`config.mk`:
```
export PLATFORM = sky130hd
export DESIGN_NAME = branch_predictor
export DESIGN_NICKNAME = d
export VERILOG_FILES = /design/src/rtl/branch_predictor_pkg.sv /design/src/rtl/branch_predictor_btb.sv /design/src/rtl/branch_predictor.sv
export SDC_FILE = /design/constraint.sdc
export NUM_CORES = 2
export LEC_CHECK = 0
export CORE_MARGIN = 3
export CORE_UTILIZATION = 55
export CTS_CLUSTER_DIAMETER = 50
export DETAILED_ROUTE_END_ITERATION = 10
export GPL_TIMING_DRIVEN = 0
export PLACE_DENSITY = 0.7
export SLEW_MARGIN = 30
export SYNTH_ARGS = -nofsm -noshare
export SYNTH_HDL_FRONTEND = slang
export SYNTH_SLANG_ARGS = --single-unit
```
`constraint.sdc`:
```
create_clock -name clk -period 6.8 [get_ports clk]
set_input_delay 1.36 -clock clk [delete_from_list [all_inputs] [get_ports clk]]
set_output_delay 1.36 -clock clk [all_outputs]
set_load 0.005 [all_outputs]
```
`src/rtl/branch_predictor_pkg.sv`:
```
// Shared types and sizing for the BHT/BTB branch predictor.
// The XLEN define may be overridden by the core build; 32 is the default.
`ifndef XLEN
`define XLEN 32
`endif

package branch_predictor_pkg;

    localparam int XLEN        = `XLEN;
    localparam int BHT_ENTRIES = 64;
    localparam int BTB_ENTRIES = 16;

    localparam int BHT_IDX_W = $clog2(BHT_ENTRIES);
    localparam int BTB_IDX_W = $clog2(BTB_ENTRIES);
    localparam int BTB_TAG_W = XLEN - BTB_IDX_W - 2;

    localparam logic [1:0] CTR_WEAK_NT = 2'd1;

    typedef struct packed {
        logic            vld;
        logic            taken;
        logic [XLEN-1:0] pc;
        logic [XLEN-1:0] target;
    } bp_upd_t;

    typedef struct packed {
        logic            vld;
        logic [XLEN-1:0] pc;
        logic            taken;
        logic [XLEN-1:0] target;
    } bp_pred_t;

    // Saturating 2-bit counter step: 0 strong-NT .. 3 strong-T.
    function automatic logic [1:0] ctr_next(input logic [1:0] ctr, input logic taken);
        if (taken)
            return (ctr == 2'd3) ? 2'd3 : ctr + 2'd1;
        else
            return (ctr == 2'd0) ? 2'd0 : ctr - 2'd1;
    endfunction

endpackage

```
`src/rtl/branch_predictor_btb.sv`:
```
// Direct-mapped branch target buffer with flop storage and write-first read bypass.
module btb
    import branch_predictor_pkg::*;
(
    input  logic            clk,
    input  logic            rst_n,
    input  logic            wr_en,
    input  logic [XLEN-1:0] wr_pc,
    input  logic [XLEN-1:0] wr_target,
    input  logic [XLEN-1:0] rd_pc,
    output logic            rd_hit,
    output logic [XLEN-1:0] rd_target
);

    logic                 valid   [BTB_ENTRIES];
    logic [BTB_TAG_W-1:0] tags    [BTB_ENTRIES];
    logic [XLEN-1:0]      targets [BTB_ENTRIES];

    logic [BTB_IDX_W-1:0] wr_idx;
    logic [BTB_IDX_W-1:0] rd_idx;
    logic [BTB_TAG_W-1:0] wr_tag;
    logic [BTB_TAG_W-1:0] rd_tag;
    logic                 rd_valid;
    logic [BTB_TAG_W-1:0] rd_entry_tag;
    logic                 unused_pc_lsbs;

    assign wr_idx = wr_pc[BTB_IDX_W+1:2];
    assign rd_idx = rd_pc[BTB_IDX_W+1:2];
    assign wr_tag = wr_pc[XLEN-1:BTB_IDX_W+2];
    assign rd_tag = rd_pc[XLEN-1:BTB_IDX_W+2];
    assign unused_pc_lsbs = ^{wr_pc[1:0], rd_pc[1:0]};

    always_ff @(posedge clk or negedge rst_n) begin
        if (!rst_n) begin
            for (int i = 0; i < BTB_ENTRIES; i++) begin
                valid[i]   <= 1'b0;
                tags[i]    <= '0;
                targets[i] <= '0;
            end
        end else if (wr_en) begin
            valid[wr_idx]   <= 1'b1;
            tags[wr_idx]    <= wr_tag;
            targets[wr_idx] <= wr_target;
        end
    end

    // Bypass is by index only; the tag compare below still filters aliases.
    always_comb begin
        rd_valid     = valid[rd_idx];
        rd_entry_tag = tags[rd_idx];
        rd_target    = targets[rd_idx];
        if (wr_en && (wr_idx == rd_idx)) begin
            rd_valid     = 1'b1;
            rd_entry_tag = wr_tag;
            rd_target    = wr_target;
        end
    end

    assign rd_hit = rd_valid && (rd_entry_tag == rd_tag);

endmodule

```
`src/rtl/branch_predictor.sv`:
```
// Dynamic branch predictor: 2-bit counter BHT plus BTB, registered one-cycle lookup.
module branch_predictor
    import branch_predictor_pkg::*;
(
    input  logic            clk,
    input  logic            rst_n,
    input  logic            fetch_vld,
    input  logic [XLEN-1:0] fetch_pc,
    input  logic            flush,
    input  logic            upd_vld,
    input  logic            upd_taken,
    input  logic [XLEN-1:0] upd_pc,
    input  logic [XLEN-1:0] upd_target,
    output logic            pred_vld,
    output logic [XLEN-1:0] pred_pc,
    output logic            pred_taken,
    output logic [XLEN-1:0] pred_target
);

    bp_upd_t  upd;
    bp_pred_t pred_d;
    bp_pred_t pred_q;

    logic [1:0]           bht [BHT_ENTRIES];
    logic [BHT_IDX_W-1:0] upd_idx;
    logic [BHT_IDX_W-1:0] lkp_idx;
    logic [1:0]           lkp_ctr;
    logic                 btb_hit;
    logic [XLEN-1:0]      btb_target;
    logic                 lkp_live;

    assign upd     = '{vld: upd_vld, taken: upd_taken, pc: upd_pc, target: upd_target};
    assign upd_idx = upd.pc[BHT_IDX_W+1:2];
    assign lkp_idx = fetch_pc[BHT_IDX_W+1:2];

    btb u_btb (
        .clk       (clk),
        .rst_n     (rst_n),
        .wr_en     (upd.vld && upd.taken),
        .wr_pc     (upd.pc),
        .wr_target (upd.target),
        .rd_pc     (fetch_pc),
        .rd_hit    (btb_hit),
        .rd_target (btb_target)
    );

    always_ff @(posedge clk or negedge rst_n) begin
        if (!rst_n) begin
            for (int i = 0; i < BHT_ENTRIES; i++)
                bht[i] <= CTR_WEAK_NT;
        end else if (upd.vld) begin
            bht[upd_idx] <= ctr_next(bht[upd_idx], upd.taken);
        end
    end

    // A same-cycle update to the looked-up counter is seen by the lookup.
    always_comb begin
        lkp_ctr = bht[lkp_idx];
        if (upd.vld && (upd_idx == lkp_idx))
            lkp_ctr = ctr_next(bht[upd_idx], upd.taken);
    end

    always_comb begin
        lkp_live      = fetch_vld && !flush;
        pred_d.vld    = lkp_live;
        pred_d.pc     = lkp_live ? fetch_pc : '0;
        pred_d.taken  = lkp_live && btb_hit && lkp_ctr[1];
        pred_d.target = pred_d.taken ? btb_target : '0;
    end

    always_ff @(posedge clk or negedge rst_n) begin
        if (!rst_n)
            pred_q <= '0;
        else
            pred_q <= pred_d;
    end

    assign pred_vld    = pred_q.vld;
    assign pred_pc     = pred_q.pc;
    assign pred_taken  = pred_q.taken;
    assign pred_target = pred_q.target;

endmodule

```
==> run summary <==
Yosys instantiated no cell more often than dfrtp_1. Setup violations remaining at the end of the flow were counted as 0. Data arrives at the worst endpoint at 6.31 ns.

The sequential share of the synthesized area was 0.5461. The number of nets at the end of the flow was 3770; the die outline height was 314.4 um. The logs give 0 for the final number of max-transition violations and 0 for the max-cap violation count.

For the final database, setup skew stands at 0.02186 ns. The number of top-level design ports was 168; the top cell type's share of synthesized area was 0.5139. The maximum number of pins on one net before global-route repair is 146.

After detailed routing, the average wire length per cell comes to 30.56 um. Post-route antenna net violation count: 0. Measured along the x axis, the die boundary spans 314.4 um. The run gives 0 as the total congestion overflow. Power comes to 0.01929 W. The setup slack on the worst flop-to-flop path is 2.97 ns. Cell at the root of the clock tree: clkbuf_16. The global-route total usage across every layer was 0.3154; the weighted congestion at the end of routability-driven global placement was 0.9503. Static timing analysis puts the maximum clock frequency at 173.9 MHz. For the worst flop-to-flop path, the logic depth is 8. For this design the static power due to leakage is 26.57 nW.

Clock latency on the worst-skew pair, taken at its later pin, is 0.75 ns. The clock net sink count is 1138. The total via count after detailed routing came out at 32446. The relative max-transition margin is 0.2457, and the number of gates resized after cts is 0. The relative area change from synthesis to final layout was 15.85%.

Detailed placement finished with a half-perimeter wire length of 102800 um. Buffers placed on the I/O ports in this run total 158. The logs give 137 for the number of buffers created by CTS and 7.36 ns for the required time of the critical path.

The critical path is of the in2reg type. Synthesis produced a netlist with a net count of 3460. In this run the number of H-tree levels came out at 4.

Critical path endpoint category: a flip-flop. For the pin with the worst max-slew slack, the measured transition is 1.131 ns. Ranked by total cell area, the synthesized netlist is headed by dfrtp_1 51%, mux2_2 22%, mux4_2 13%. The number of DRC markers in iteration 0 came out at 3206. The total core area is 0.09375 mm2. The run gives 0.5387 ns as the worst slack at placement. The number of global-route vias before repair is 35054, and the setup slack of the critical path after layout is 1.049 ns. The run finished with clean final reports.

The number of hold violations in the final report came out at 0. The number of enable flip-flop cells after synthesis is 0. The total stage count of the critical path was 12. Counting I/O delays and the setup requirement, the final critical path takes 5.751 ns. Counting flops and latches in the post-synthesis netlist gives 1138.

The average instance in the mapped netlist occupies 15.57 um2. The share of the clock period used by the worst path after layout works out to 0.8457. The effective utilization at floorplan came out at 0.5578. Of all cell types, the one taking the most synthesized area is dfrtp_1. The netlist uses 57 different library cells. The logs give 0.05230 mm2 for the post-synthesis cell area and 0 for the post-CTS setup buffer count. In this run the worst setup path begins at fetch_pc[4].

The cell type group with the largest total delay on the critical path was buffers and inverters. In this design, the stage delay of the slowest critical-path cell is 0.82 ns. The detail-routed via count per cell is 6.456. The count of standard-cell rows is 112. The sum of negative setup slack is 0 ns. For this design the ratio of total power to cell area is 318.3 mW/mm2. The wire length of the first global-routing pass was 228500 um; the first-pass iteration count of the detailed router was 5.

The cell count after synthesis came out at 3358. Setup repair after global routing left no endpoint under its margin. The proportion of layout cells with a drive suffix above 1 is 0.4745, and the worst-path maximum fanout is 10. The critical path goes through clkdlybuf4s50_1 > buf_2 > buf_2 > clkbuf_2 > mux2i_1 > xnor2_1 > mux2i_1 > nand4_1 > nor4_1 > a31oi_4 > buf_6 > nor3_1. The tools report the reg-to-reg endpoint as pred_target[31]$_DFF_PN0_. Counting both buffers and inverters, the worst setup path holds a total of 5. The startpoint identified for the worst register-to-register timing path is u_btb.tags[231]$_DFFE_PN0P_.

Counting the fill cells in the layout gives 6585. Ranked by instance count, the synthesized netlist is headed by 1074 x dfrtp_1, 1034 x mux2_2, 296 x mux4_2. The critical path's slowest cell is clkdlybuf4s50_1. For this block, the routed nets add up to 153600 um of wire.

TritonCTS built the clock tree. For this run, the leading register cell type out of synthesis is dfrtp_1. The CTS clock-pin slew for the worst setup and hold paths works out to 0.06 ns.

The worst hold-check path type is reg2reg. Across the VDD grid, the largest voltage drop is 0.2731 mV. The tools report the end point of the critical path as pred_target[31]$_DFF_PN0_. The share of flip-flops with an asynchronous set or reset after synthesis works out to 1.000. The logs give 0.09882 mm2 for the total die area and 4 for the initial antenna violation count. The tools report the total of warnings raised by yosys as 0. The DRC violation count after routing was 0.

For the number of buffers on the longest clock path, the log shows 3. The number of hold buffers added after CTS was 0. The startpoint type of the worst setup path was a primary input.
## cell usage in the layout, fill, tap and decap left out, types with 6 or more instances in the layout
cell,synthesis,final
a21oi_1,11,11
a221oi_1,12,12
a22o_1,12,12
a22oi_1,41,41
and2_1,39,39
buf_1,28,18
buf_16,0,10
buf_2,47,55
buf_4,6,8
buf_6,19,20
bufinv_16,0,15
clkbuf_1,191,192
clkbuf_16,0,145
clkbuf_2,0,23
clkbuf_8,0,24
clkdlybuf4s50_1,0,157
clkinv_2,0,14
clkinv_4,0,7
clkinvlp_4,0,7
dfrtp_1,1074,1074
dfstp_2,64,64
inv_1,12,12
mux2_2,1034,1034
mux2i_1,100,100
mux4_2,296,296
nand2_1,66,66
nand2b_1,8,8
nand3_1,16,16
nand4_1,8,8
nor2_1,70,65
nor2b_1,10,9
nor3_1,14,11
nor3_2,29,32
nor4_1,6,6
o21ai_0,32,32
or2_2,13,13
xnor2_1,30,30
xor2_1,17,17
## final cells by class
| type | instances | area, um2 | area share |
|---|---|---|---|
| clock inverter | 48 | 690.7 | 0.01140 |
| antenna | 4 | 10.01 | 0.0001652 |
| multi-input combinational | 1917 | 22430 | 0.3701 |
| timing repair buffer | 171 | 1893 | 0.03125 |
| clock buffer | 191 | 4041 | 0.06670 |
| buffer | 291 | 1355 | 0.02237 |
| inverter | 12 | 45.04 | 0.0007434 |
| sequential | 1138 | 28560 | 0.4713 |
| tap | 1254 | 1569 | 0.02590 |
## worst reg2reg max path, stage by stage, from the launching register on
cell and delay (ns):
dfrtp_1 0.39, mux4_2 0.48, mux4_2 0.54, xnor2_1 0.50
nand3_1 0.16, nor4_2 0.39, a31oi_4 0.33, buf_6 0.29
nor3_1 0.57
## stage by stage
| step | std cells | hold WS [ns] | instance area, um2 | utilization |
|---|---|---|---|---|
| 4_1_cts | 5022 | 0.4566 | 60570 | 0.6460 |
| 6_report | 5026 | 0.4588 | 60590 | 0.6463 |
| 3_5_place_dp | 4783 | 0.4480 | 55830 | 0.5956 |
| 2_1_floorplan | 3358 | 0.4296 | 52300 | - |
| 3_3_place_gp | 4770 | 0.4443 | 55450 | 0.5914 |
| 5_1_grt | 5023 | 0.4754 | 60580 | 0.6462 |
## routing by layer
metal | up-vias | share of wire | GRT usage
li1 | 13117 | - | -
met1 | 17474 | 0.40 | 0.4138
met2 | 1449 | 0.48 | 0.4999
met3 | 404 | 0.075 | 0.07195
met4 | 2 | 0.052 | 0.1550
met5 | - | 0.000085 | 0
## power breakdown
group / switching (W) / leakage, nW / internal (W)
combinational: 0.00130 / 9.76 / 0.00173
sequential: 0.000637 / 14.5 / 0.00803
clock: 0.00288 / 2.31 / 0.00472
## kinds of logic after synthesis
family,synth area share
buf+inv,0.02603
fa+ha+maj,0.0004067
xor+xnor,0.007871
mux,0.3693
simple gates,0.03067
compound gates,0.01969
flops,0.5461
## worst min path at each step
| stage | start | endpoint | slack, ns | depth (start not counted) |
|---|---|---|---|---|
| finish | u_btb.valid[15]$_DFFE_PN0P_ | u_btb.valid[15]$_DFFE_PN0P_ | 0.46 | 1 |
| floorplan | u_btb.valid[11]$_DFFE_PN0P_ | u_btb.valid[11]$_DFFE_PN0P_ | 0.43 | 1 |
| CTS | rst_n | bht[71]$_DFFE_PN0P_ | 0.46 | 1 |
| detailed placement | u_btb.valid[15]$_DFFE_PN0P_ | u_btb.valid[15]$_DFFE_PN0P_ | 0.45 | 1 |
| global route | rst_n | bht[19]$_DFFE_PN0P_ | 0.48 | 1 |
| global placement | u_btb.valid[7]$_DFFE_PN0P_ | u_btb.valid[7]$_DFFE_PN0P_ | 0.44 | 1 |
## state kept, by name, indices dropped and copies added, names as in the netlist
signal and count:
u_btb.valid 16, pred_target 32, u_btb.tags 416, u_btb.targets 512, pred_taken 1, bht 128
pred_vld 1, pred_pc 32
No activity file was read; power rests on OpenSTA's default activity.
